==> config.mk <==
export PLATFORM = sky130hd
export DESIGN_NAME = rtc_bus_ctrl
export DESIGN_NICKNAME = d
export VERILOG_FILES = /design/src/rtl/rtc_bus_ctrl.sv
export SDC_FILE = /design/constraint.sdc
export NUM_CORES = 1
export LEC_CHECK = 0
export ABC_CLOCK_PERIOD_IN_PS = 1600
export CAP_MARGIN = 5
export CORE_MARGIN = 3
export CORE_UTILIZATION = 43
export CTS_CLUSTER_SIZE = 24
export DETAILED_ROUTE_END_ITERATION = 7
export PLACE_DENSITY = 0.75
export SYNTH_ARGS = -nofsm -noshare
export SYNTH_HDL_FRONTEND = slang
export SYNTH_SLANG_ARGS = --single-unit
==> constraint.sdc <==
create_clock -name clk -period 1.6 [get_ports clk]
set_input_delay 0.32 -clock clk [delete_from_list [all_inputs] [get_ports clk]]
set_output_delay 0.32 -clock clk [all_outputs]
set_load 0.005 [all_outputs]
==> src/rtl/rtc_bus_ctrl.sv <==
// rtc_bus_ctrl: bus-cycle engine for the RTC multiplexed address/data bus.
// Runs one register transfer per request as two phases, address then data.
// Each phase has three parts: setup, strobe and hold.
// When the transfer is finished it pulses fin for one cycle.
// Every output is registered. Output values are decoded from the next state,
// so each bus phase appears on the pins in the same cycle the state is entered.
module rtc_bus_ctrl #(
  parameter int T_FASE = 4,
  parameter int CW     = 4
) (
  input  logic       clk,
  input  logic       reset,
  input  logic       escritura,
  input  logic       lectura,
  input  logic [7:0] dir,
  input  logic [7:0] dato,
  input  logic [7:0] ad_in,
  output logic       fin,
  output logic       ocupado,
  output logic [7:0] dato_leido,
  output logic       cs_n,
  output logic       rd_n,
  output logic       wr_n,
  output logic       ad_sel,
  output logic [7:0] ad_out,
  output logic       ad_oe
);

  typedef enum logic [2:0] {
    IDLE,
    ADDR_SETUP,
    ADDR_STROBE,
    ADDR_HOLD,
    DATA_SETUP,
    DATA_STROBE,
    DATA_HOLD,
    DONE
  } state_t;

  state_t        state;
  state_t        next_state;
  logic [CW-1:0] fase_cnt;
  logic          fase_fin;
  logic          req;

  logic [7:0]    dir_q;
  logic [7:0]    dato_q;
  logic          es_escritura;

  // In IDLE the values still come straight from the request inputs.
  // This lets the first address-phase cycle already drive the new address.
  logic [7:0]    dir_sel;
  logic [7:0]    dato_sel;
  logic          esc_sel;

  logic          cs_n_d;
  logic          rd_n_d;
  logic          wr_n_d;
  logic          ad_sel_d;
  logic          ad_oe_d;
  logic [7:0]    ad_out_d;
  logic          fin_d;
  logic          ocupado_d;

  assign fase_fin = (fase_cnt == CW'(T_FASE - 1));
  assign req      = escritura | lectura;
  assign dir_sel  = (state == IDLE) ? dir       : dir_q;
  assign dato_sel = (state == IDLE) ? dato      : dato_q;
  assign esc_sel  = (state == IDLE) ? escritura : es_escritura;

  // State register and phase counter.
  // The counter restarts on every state change and rests at zero in IDLE and DONE.
  always_ff @(posedge clk) begin
    if (reset) begin
      state    <= IDLE;
      fase_cnt <= '0;
    end else begin
      state <= next_state;
      if (next_state != state || state == IDLE || state == DONE) begin
        fase_cnt <= '0;
      end else begin
        fase_cnt <= fase_cnt + 1'b1;
      end
    end
  end

  // Next-state logic.
  // Each bus state is held until its phase time runs out.
  // A write request wins over a simultaneous read request.
  always_comb begin
    next_state = state;
    unique case (state)
      IDLE:        if (req)      next_state = ADDR_SETUP;
      ADDR_SETUP:  if (fase_fin) next_state = ADDR_STROBE;
      ADDR_STROBE: if (fase_fin) next_state = ADDR_HOLD;
      ADDR_HOLD:   if (fase_fin) next_state = DATA_SETUP;
      DATA_SETUP:  if (fase_fin) next_state = DATA_STROBE;
      DATA_STROBE: if (fase_fin) next_state = DATA_HOLD;
      DATA_HOLD:   if (fase_fin) next_state = DONE;
      DONE:                      next_state = IDLE;
      default:                   next_state = IDLE;
    endcase
  end

  // Latch address, data and operation type when a request is accepted.
  // This frees upstream to change dir and dato immediately afterwards.
  always_ff @(posedge clk) begin
    if (reset) begin
      dir_q        <= '0;
      dato_q       <= '0;
      es_escritura <= 1'b0;
    end else if (state == IDLE && req) begin
      dir_q        <= dir;
      dato_q       <= dato;
      es_escritura <= escritura;
    end
  end

  // Output decode from the state being entered; unlisted signals keep idle values.
  always_comb begin
    cs_n_d    = 1'b1;
    rd_n_d    = 1'b1;
    wr_n_d    = 1'b1;
    ad_sel_d  = 1'b1;
    ad_oe_d   = 1'b0;
    ad_out_d  = 8'h00;
    fin_d     = 1'b0;
    ocupado_d = (next_state != IDLE);
    unique case (next_state)
      ADDR_SETUP, ADDR_HOLD: begin
        ad_sel_d = 1'b0;
        ad_oe_d  = 1'b1;
        ad_out_d = dir_sel;
      end
      ADDR_STROBE: begin
        ad_sel_d = 1'b0;
        ad_oe_d  = 1'b1;
        ad_out_d = dir_sel;
        cs_n_d   = 1'b0;
        wr_n_d   = 1'b0;
      end
      DATA_SETUP, DATA_HOLD: begin
        if (esc_sel) begin
          ad_oe_d  = 1'b1;
          ad_out_d = dato_sel;
        end
      end
      DATA_STROBE: begin
        cs_n_d = 1'b0;
        if (esc_sel) begin
          wr_n_d   = 1'b0;
          ad_oe_d  = 1'b1;
          ad_out_d = dato_sel;
        end else begin
          rd_n_d = 1'b0;
        end
      end
      DONE:    fin_d = 1'b1;
      default: ;
    endcase
  end

  // Output registers; reset forces every bus signal back to its idle level.
  always_ff @(posedge clk) begin
    if (reset) begin
      cs_n    <= 1'b1;
      rd_n    <= 1'b1;
      wr_n    <= 1'b1;
      ad_sel  <= 1'b1;
      ad_oe   <= 1'b0;
      ad_out  <= 8'h00;
      fin     <= 1'b0;
      ocupado <= 1'b0;
    end else begin
      cs_n    <= cs_n_d;
      rd_n    <= rd_n_d;
      wr_n    <= wr_n_d;
      ad_sel  <= ad_sel_d;
      ad_oe   <= ad_oe_d;
      ad_out  <= ad_out_d;
      fin     <= fin_d;
      ocupado <= ocupado_d;
    end
  end

  // Capture read data on the edge that ends the read strobe.
  // The captured value is kept until the next read completes.
  always_ff @(posedge clk) begin
    if (reset) begin
      dato_leido <= 8'h00;
    end else if (state == DATA_STROBE && fase_fin && !es_escritura) begin
      dato_leido <= ad_in;
    end
  end

endmodule
==> metrics.md, run 1 <==
| Metric | Value |
|---|---|
| Crit-path cells | ha_4 > or3b_4 > xnor2_2 > nand2_1 > or4_1 |
| TritonCTS clock tree | yes |
| Max-slew violations | 0 |
| Vias per cell | between 5 and 6 |
| Total congestion overflow | 0 |
| Main flop type after synthesis | dfxtp_1 |
| DRT Pass-1 Iters | 4 |
| CTS root buffer | clkbuf_8 |
| Placer Congestion | 0.809 |
| Xor and xnor area share after synthesis | 1.75% |
| Setup crit start kind | flop |
| Achievable Freq | ~600 MHz |
| Via count | around 1700 |
| Die Y | 73.1 um |
| Power Dens Cells | between 800 and 900 nW/um^2 |
| CTS Buffer Depth | 2 |
| Die ar. | ~5300 um^2 |
| Worst-skew pair later-pin latency | 0.31 ns |
| Fin cells | 333 |
| Peak supply drop | 0.632 mV |
| Row count | 23 |
| Compound-Gate Fraction of Synth Area | 12.5% |
| Worst Hold Class | reg2reg |
| Reg-to-Reg Start | fase_cnt[1] |
| Crit. Startpoint | fase_cnt[1] |
| Slack of the critical path | -0.0364 ns |
| Buffers on Ports | 50 |
| Synthesized flop and latch total | 47 |
| DRC | 0 |
| WP buf/inv | 0 |
| Failing checks | negative setup slack |
| Synthesis Warnings | 0 |
| Reg-to-reg endpoint | rd_n |
| Largest net degree at the start of global routing | 19 |
| Antenna violations before repair | 0 |
| Placed Cells incl. Taps | 324 |
| Top post-synthesis cells by area | dfxtp_1, mux2i_1, nand2_1 |
| Arr. time, crit path | around 1.8 ns |
| Setup CP Type | reg2reg |
| Area of the core | 4170 um^2 |
| Synth Area per Inst | 9.16 um^2 |
| Layout cells sized above 1 | between 15 and 20% |
| Detailed Route WL | 4530 um |
| Slowest stage delay, CP | 0.42 ns |
| Post-route ant nets | 0 |
| R2r setup slk | -0.04 ns |
| Register area share after synthesis | 48.7% |
| Final HPWL DP | 3170 um |
| Clock transition at path regs | ~0.090 ns |
| Worst Tran Pin Value | 0.327 ns |
| Crit-path slowest cell | or3b_4 |
| Tcrit/Tclk final | 102% |
| Tmin final | about 1.6 ns |
| Clock Sinks | 47 |
| Slew margin rel. | about 78% |
| Dpl ws | -0.130 ns |
| Total chip power | 2.33 mW |
| Max cap viols | 0 |
| Critical Path RT | 1.79 ns |
| Ports | 51 |
| Critical path depth in cells | 5 |
| Status | finished with violations |
| Layout Utilization | 66.9% |
| Synthesized cell area | a little under 2000 um^2 |
| CP Capture Type | flop |
| Layout area overhead | 44.5% |
| DR iter-0 viols | 146 |
| Main combinational cell family by area after synthesis | simple AND/OR/NAND/NOR gates |
| CP Max Fanout | 5 |
| Worst Skew | roughly 0.008 ns |
| Simple-gate portion of the synthesized area | a little over 20% |
| # fillers | roughly 340 |
| Hold Vio Cnt, Final | 0 |
| Global-route usage over all layers | 18.6% |
| Initial Utilization | approximately 46% |
| CTS Buf Count | 5 |
| RSZ-0062 raised after global routing | yes |
| Die Wd | 73.1 um |
| Antenna diode count | 0 |
| Cells after Synth | 211 |
| Endpoints failing setup | 3 |
| First-pass GRT wire length | 7670 um |
| Leading area contributor after synthesis | dfxtp_1 |
| Post-synthesis adder-cell area fraction | less than 1% |
| Final #Nets | 311 |
| FF-to-FF path depth | 5 |
| Post-synthesis mux area share | 12.4% |
| Routed wire per std cell | ~14 um |
| Capture point of the worst path | rd_n |
| H-tree depth | 2 |
| Synth cell types | 38 |
| Pleak | 1.16 nW |
| Asr flop ratio synth | 0% |
| EDFF count, synth | 0 |
| Delay-heaviest family, CP | simple AND/OR/NAND/NOR gates |
| Share of the synthesized area in the top cell type | 48.7% |
| Syn Nets | 240 |
| Vias in the first global route | 1718 |
-- registers in the layout, indices dropped and copies added (netlist names) --
register,flops
ad_out,8
dato_leido,8
dato_q,8
dir_q,8
fase_cnt,4
state,3
ad_oe,1
ad_sel,1
cs_n,1
es_escritura,1
fin,1
ocupado,1
rd_n,1
wr_n,1
-- layer usage --
layer | GRT usage, % | up-vias | share of wire (%)
met3 | 7.02 | 4 | 5.4
met4 | 5.53 | 0 | 0.53
li1 | - | 878 | -
met1 | 23.0 | 798 | 45
met2 | 30.1 | 40 | 49
met5 | 0 | - | 0
-- report_power, final --
part,leakage (nW),switching (mW),total (mW),internal (mW)
logic,0.722,0.152,0.341,0.189
registers,0.386,0.0275,1.25,1.22
clock network,0.0489,0.422,0.738,0.316
-- worst register-to-register path, stage by stage (launching register included) --
cell and delay, ns:
dfxtp_2 0.36, ha_4 0.13, or3b_4 0.42, xnor2_2 0.13, nand2_1 0.08, or4_1 0.39
-- layout by cell type, fill, tap and decap left out, types with 2 or more instances in the layout --
cell / Yosys / routed
nor3_1: 2 / 2
nor2_1: 18 / 18
nor4_1: 3 / 3
o21ai_0: 3 / 3
buf_4: 3 / 26
clkbuf_8: 0 / 5
clkdlybuf4s50_1: 0 / 50
or4_1: 3 / 3
dfxtp_1: 47 / 45
dfxtp_2: 0 / 2
o22ai_1: 8 / 8
nand2_1: 40 / 40
inv_6: 0 / 2
mux2i_1: 24 / 24
a21oi_1: 23 / 23
nor2b_1: 2 / 2
and3_1: 2 / 2
-- synthesized netlist by cell type (3+ instances only) --
cell type  count
a21oi_1       23
buf_4          3
clkbuf_1       7
dfxtp_1       47
mux2i_1       24
nand2_1       40
nor2_1        18
nor4_1         3
o21ai_0        3
o22ai_1        8
or4_1          3
-- layout make-up --
class                      count  area, um^2  area share (%)
clock buffer                   5        68.8            2.46
multi-input combinational    150         976            34.9
clock inverter                 3        22.5           0.806
sequential                    47         943            33.8
timing repair buffer          77         716            25.6
inverter                       1        3.75           0.134
tap                           50        62.6            2.24
-- worst min path at each step --
stage | from | to | cells after the start
6_report | dir_q[1] | dir_q[1] | 2
3_5_place_dp | dir_q[6] | dir_q[6] | 2
4_1_cts | dir_q[6] | dir_q[6] | 2
3_3_place_gp | dato_q[2] | dato_q[2] | 2
2_1_floorplan | fase_cnt[0] | fase_cnt[0] | 1
5_1_grt | dir_q[6] | dir_q[6] | 2
-- through the flow --
step	TNS (ns)	hold WS (ns)	instance area, um^2
after floorplan	-0.0498	0.420	1950
after global placement	-1.11	0.441	2660
after detailed placement	-1.74	0.447	2660
after CTS	-0.0555	0.460	2770
after global routing	-1.42	0.481	2790
final	-0.0550	0.459	2790
-- kinds of logic after synthesis --
group | after synthesis
mux | 24
compound gates | 41
fa+ha+maj | 1
buf+inv | 14
xor+xnor | 3
simple gates | 81
flops | 47
-- repair_timing --
item / 4_1_cts / 5_1_grt
resized for setup: 4 / 2
endpoints found under the setup margin: 20 / 19
buffers inserted: 0 / 1
pin swaps: 0 / 0
hold buffers: 0 / 0
(Power assumes the default switching activity.)
==> inputs of run 2 (changes only) <==
- CORE_MARGIN: 3 -> 2
==> run 2 against run 1 <==
Effect of this change:
- the flow still finishes with violations (negative setup slack)
- combinational power rose by 4%
- clock skew fell by 0.0023 ns
- worst setup slack got worse by 0.014 ns
- critical endpoint unchanged
- largest cell class unchanged
==> metrics.md, run 2 (synthesized netlist as in run 1, its figures left out) <==
| Metric | Value |
|---|---|
| Max-slew violations | 0 (unchanged) |
| Switching Fraction | 22.0% (-3.9 points) |
| Pleak | 1.18 nW (+2.3%) |
| Cts hold-fix bufs | 0 (unchanged) |
| H-tree depth | 2 (unchanged) |
| Final HPWL DP | 3060 um (-3.6%) |
| Dpl ws | -0.181 ns (-0.0505 ns) |
| Crit-path slowest cell | or3b_4 |
| Post-route ant nets | 0 (unchanged) |
| Initial Utilization | 44.4% (-1.9 points) |
| Pint | 2.05 mW (+18%) |
| WHS | 0.457 ns (-0.00208 ns) |
| Final #Nets | 313 (+0.64%) |
| CTS Buffer Depth | 2 (unchanged) |
| Worst Hold Class | reg2reg |
| Slack of the critical path | -0.0508 ns (-0.0144 ns) |
| DR iter-0 viols | 82 (-44%) |
| Slew margin rel. | 76.3% (-1.8 points) |
| Routed wire per std cell | 13.0 um (-4.2%) |
| Critical path depth in cells | 5 (unchanged) |
| Delay-heaviest family, CP | simple AND/OR/NAND/NOR gates |
| Antenna diode count | 0 (unchanged) |
| CP Max Fanout | 4 (-1) |
| Tmin final | 1.65 ns (+0.0144 ns) |
| Hold Path Depth | 2 (unchanged) |
| Fin cells | 337 (+1.2%) |
| Row count | 24 (+4.3%) |
| Vias per cell | 5.18 (+0.36%) |
| DRT Pass-1 Iters | 4 (unchanged) |
| # fillers | 352 (+4.8%) |
| Arr. time, crit path | 1.83 ns (about the same) |
| Largest net degree at the start of global routing | 19 (unchanged) |
| WP buf/inv | 0 (unchanged) |
| Worst Skew | 0.00563 ns (-0.00225 ns) |
| Via count | 1747 (+1.6%) |
| Tcrit/Tclk final | 103% (+0.90 points) |
| Setup crit start kind | flop |
| Crit-path cells | ha_4 > or3b_4 > xnor2_2 > nand2_2 > or4_1 |
| Buffers on Ports | 50 (unchanged) |
| Worst Tran Pin Value | 0.354 ns (+0.0277 ns) |
| Setup CP Type | reg2reg |
| TritonCTS clock tree | yes |
| CTS root buffer | clkbuf_8 |
| Die Wd | 71.1 um (-2.7%) |
| Endpoints failing setup | 2 (-1) |
| Total congestion overflow | 0 (unchanged) |
| Detailed Route WL | 4400 um (-3.0%) |
| Placer Congestion | 0.815 (+0.73%) |
| Slowest stage delay, CP | 0.41 ns (about the same) |
| Sequential power share | 47.7% (-6.0 points) |
| Layout area overhead | 48.2% |
| CP Capture Type | flop |
| Area of the core | 4350 um^2 (+4.3%) |
| Max cap viols | 0 (unchanged) |
| Placed Cells incl. Taps | 328 (+1.2%) |
| Net switching power | 0.576 mW (-4.2%) |
| Global-route usage over all layers | 18.7% (+0.047 points) |
| Critical Path RT | 1.78 ns (about the same) |
| Logic gate share of total power | 13.5% (-1.1 points) |
| Clock transition at path regs | 0.09 ns (about the same) |
| Layout Utilization | 65.8% (-1.2 points) |
| Die Y | 71.1 um (-2.7%) |
| Achievable Freq | 606 MHz (-0.88%) |
| Peak supply drop | 0.615 mV (-2.6%) |
| First-pass GRT wire length | 7460 um (-2.8%) |
| Clk network pwr share | 38.8% (+7.1 points) |
| Die ar. | 5050 um^2 (-5.4%) |
| FF-to-FF path depth | 5 (unchanged) |
| Antenna violations before repair | 0 (unchanged) |
| Most common cell after layout, fill and taps aside | clkdlybuf4s50_1 |
| Commonest cells after routing, fill and taps aside | clkdlybuf4s50_1, dfxtp_1, nand2_1 |
| Status | finished with violations |
| Clock Sinks | 47 (unchanged) |
| Power Dens Cells | 916 nW/um^2 (+9.8%) |
| Failing checks | negative setup slack |
| Layout cells sized above 1 | 18.6% (+1.3 points) |
| Vias in the first global route | 1719 (+0.058%) |
| Ports | 51 (unchanged) |
| CTS Buf Count | 5 (unchanged) |
| Hold Vio Cnt, Final | 0 (unchanged) |
| DRC | 0 (unchanged) |
| Worst-skew pair later-pin latency | 0.30 ns (about the same) |
| RSZ-0062 raised after global routing | yes |
==> run 2: repair_timing <==
action                     CTS  global route
buffers inserted             0             1
pin swaps                    2             3
resized for setup            3            11
setup endpoints to repair   13            34
==> run 2: cell type report <==
class                           count  area, um^2  share of cell area [%]
Clock buffer                        6        72.6                    2.53
Clock inverter                      2        60.1                    2.10
Inverter                            1        3.75                   0.131
Multi-Input combinational cell    150         981                    34.3
Sequential cell                    47         945                    33.0
Tap cell                           52        65.1                    2.27
Timing Repair Buffer               79         737                    25.7
==> run 2: power groups by stage <==
| stage | Clock (mW) | Sequential (mW) | Combinational [mW] |
|---|---|---|---|
| after floorplan | 0 | 1.28 | 0.162 |
| after global placement | 0 | 1.28 | 0.336 |
| after detailed placement | 0 | 1.28 | 0.342 |
| after CTS | 1.03 | 1.25 | 0.344 |
| after global routing | 1.08 | 1.26 | 0.392 |
| final | 1.02 | 1.25 | 0.356 |
==> run 2: routing by layer <==
metal	wire length [um]	vias up	track usage [%]
met5	0	-	0
met4	23	0	5.45
met3	222	2	5.98
met2	2160	52	31.6
met1	1990	813	22.8
li1	-	880	-
==> run 2: path summary, 6_finish.rpt <==
check / slack [ns] / endpoint / from
max reg2reg: -0.05 / rd_n / fase_cnt[1]
min: 0.46 / dir_q[2] / dir_q[2]
max: -0.05 / rd_n / fase_cnt[1]
min reg2reg: 0.46 / dir_q[2] / dir_q[2]
==> run 2: through the flow <==
step | setup TNS, ns | instance area [um^2] | total power, mW
after global placement | -1.55 | 2660 | 1.61
final | -0.0717 | 2860 | 2.62
after global routing | -0.575 | 2860 | 2.73
after detailed placement | -2.01 | 2660 | 1.62
after CTS | -0.0735 | 2810 | 2.63
after floorplan | -0.0498 | 1950 | 1.44
==> run 2: worst register-to-register path, stage by stage, from the launching register on <==
cell	delay [ns]
dfxtp_2	0.36
ha_4	0.13
or3b_4	0.41
xnor2_2	0.17
nand2_2	0.08
or4_1	0.39
==> inputs of run 3 (changes only) <==
- SLEW_MARGIN: unset -> 20
- TNS_END_PERCENT: unset -> 10
==> run 3 against run 2 <==
Effect of this change:
- register-to-register slack about the same
- the flow still finishes with violations (negative setup slack)
- worst hold slack hardly changed
- fmax decreased by 0.42%
- sequential power barely moved
- total power about the same
- highest routed layer unchanged
==> metrics.md, run 3 (synthesized netlist as in run 1, its figures left out) <==
| Metric | Value |
|---|---|
| Die Wd | 71.1 um (unchanged) |
| Antenna diode count | 0 (unchanged) |
| First-pass GRT wire length | 7470 um (+0.19%) |
| Reg-to-Reg Start | fase_cnt[1] |
| Final #Nets | 313 (unchanged) |
| Setup_tns | -0.0872 ns (-0.0155 ns) |
| Slowest stage delay, CP | 0.41 ns (about the same) |
| Peak supply drop | 0.616 mV (+0.15%) |
| Worst Skew | 0.00526 ns (-0.000374 ns) |
| Layout area overhead | 48.2% (unchanged) |
| Pleak | 1.18 nW (about the same) |
| H-tree depth | 2 (unchanged) |
| Delay-heaviest family, CP | simple AND/OR/NAND/NOR gates |
| Via count | 1745 (-0.11%) |
| WP buf/inv | 0 (unchanged) |
| Area of the core | 4350 um^2 (unchanged) |
| Antenna violations before repair | 0 (unchanged) |
| Total congestion overflow | 0 (unchanged) |
| Sequential cell area | 945 um^2 (unchanged) |
| Setup crit start kind | flop |
| Tcrit/Tclk final | 104% (+0.43 points) |
| Post-route cell area | 2860 um^2 (unchanged) |
| Layout cells sized above 1 | 18.6% (unchanged) |
| Detailed Route WL | 4380 um (-0.27%) |
| Global-route usage over all layers | 18.7% (+0.030 points) |
| Routed wire per std cell | 13.0 um (-0.27%) |
| Layout Utilization | 65.8% (unchanged) |
| Worst Tran Pin Value | 0.339 ns (-0.0156 ns) |
| Die ar. | 5050 um^2 (unchanged) |
| Critical Path RT | 1.78 ns (about the same) |
| CTS root buffer | clkbuf_8 |
| CP Capture Type | flop |
| Placer Congestion | 0.815 (unchanged) |
| Status | finished with violations |
| TritonCTS clock tree | yes |
| DRC | 0 (unchanged) |
| Worst-skew pair later-pin latency | 0.30 ns (about the same) |
| Hold Crit Start | dir_q[2] |
| Post-route ant nets | 0 (unchanged) |
| RSZ-0062 raised after global routing | yes |
| Die Y | 71.1 um (unchanged) |
| Dpl ws | -0.181 ns (unchanged) |
| DRT Pass-1 Iters | 4 (unchanged) |
| Largest net degree at the start of global routing | 19 (unchanged) |
| Row count | 24 (unchanged) |
| Arr. time, crit path | 1.84 ns (about the same) |
| CTS Buf Count | 5 (unchanged) |
| Achievable Freq | 603 MHz (-0.42%) |
| Multi-input logic area | 981 um^2 (unchanged) |
| Endpoints failing setup | 3 (+1) |
| Buffers on Ports | 50 (unchanged) |
| Failing checks | negative setup slack |
| Cts hold-fix bufs | 0 (unchanged) |
| Vias in the first global route | 1718 (-0.058%) |
| Hold Vio Cnt, Final | 0 (unchanged) |
| DR iter-0 viols | 106 (+29%) |
| Slew margin rel. | 77.3% (+1.0 points) |
| Max cap viols | 0 (unchanged) |
| Crit-path slowest cell | or3b_4 |
| Cell Area, Placed | 2660 um^2 (unchanged) |
| Crit. Startpoint | fase_cnt[1] |
| CTS Buffer Depth | 2 (unchanged) |
| Crit-path cells | ha_4 > or3b_4 > xnor2_2 > nand2_2 > or4_1 |
| Clock transition at path regs | 0.09 ns (about the same) |
| Ports | 51 (unchanged) |
| Commonest cells after routing, fill and taps aside | clkdlybuf4s50_1, dfxtp_1, nand2_1 |
| Clock Sinks | 47 (unchanged) |
| CP Max Fanout | 4 (unchanged) |
| Power Dens Cells | 916 nW/um^2 (about the same) |
| Final HPWL DP | 3060 um (unchanged) |
| Setup CP Type | reg2reg |
| Most common cell after layout, fill and taps aside | clkdlybuf4s50_1 |
| Total chip power | 2.62 mW (about the same) |
| Tmin final | 1.66 ns (+0.00693 ns) |
| Max-slew violations | 0 (unchanged) |
| Initial Utilization | 44.4% (unchanged) |
| # fillers | 352 (unchanged) |
| Worst Hold Class | reg2reg |
| Slack of the critical path | -0.0577 ns (-0.00693 ns) |
| Vias per cell | 5.18 (-0.11%) |
-- run 3: cell counts in the layout (fill, tap and decap cells not counted) --
Identical to the previous run, type by type.
-- run 3: path summary, 6_finish.rpt --
check	to	slack [ns]	cells after the start
setup / recovery	rd_n	-0.06	5
hold / removal	dir_q[2]	0.46	2
setup reg to reg	rd_n	-0.06	5
hold reg to reg	dir_q[2]	0.46	2
-- run 3: timing repair --
action                     in CTS  in global routing
buffers inserted                0                  1
resized for setup               1                 13
pin swaps                       1                  1
setup endpoints to repair      13                 40
-- run 3: tightest hold or removal path: stages, from the launching register on --
cell     delay, ns
dfxtp_1       0.31
nand2_1       0.05
a21oi_1       0.05
-- run 3: area by class of cell --
type | count | area share (%)
Timing Repair Buffer | 79 | 25.7
Tap cell | 52 | 2.27
Sequential cell | 47 | 33.0
Multi-Input combinational cell | 150 | 34.3
Clock buffer | 6 | 2.53
Inverter | 1 | 0.131
Clock inverter | 2 | 2.10
-- run 3: layer usage --
layer / vias to the layer above / part of all wire [%] / track usage [%]
li1: 879 / - / -
met1: 814 / 46 / 22.9
met2: 48 / 49 / 31.6
met3: 4 / 4.8 / 5.98
met4: 0 / 0.91 / 5.45
met5: - / 0 / 0
-- run 3: per-stage QoR --
step,std cells,hold slack (ns)
after floorplan,211,0.420
after detailed placement,328,0.446
after global placement,328,0.441
after CTS,336,0.458
after global routing,337,0.467
final,337,0.457
-- run 3: power breakdown --
group	switching (mW)	total [mW]	leakage, nW	internal (mW)
Combinational	0.154	0.355	0.732	0.201
Clock	0.395	1.02	0.0654	0.624
Sequential	0.0278	1.25	0.386	1.22
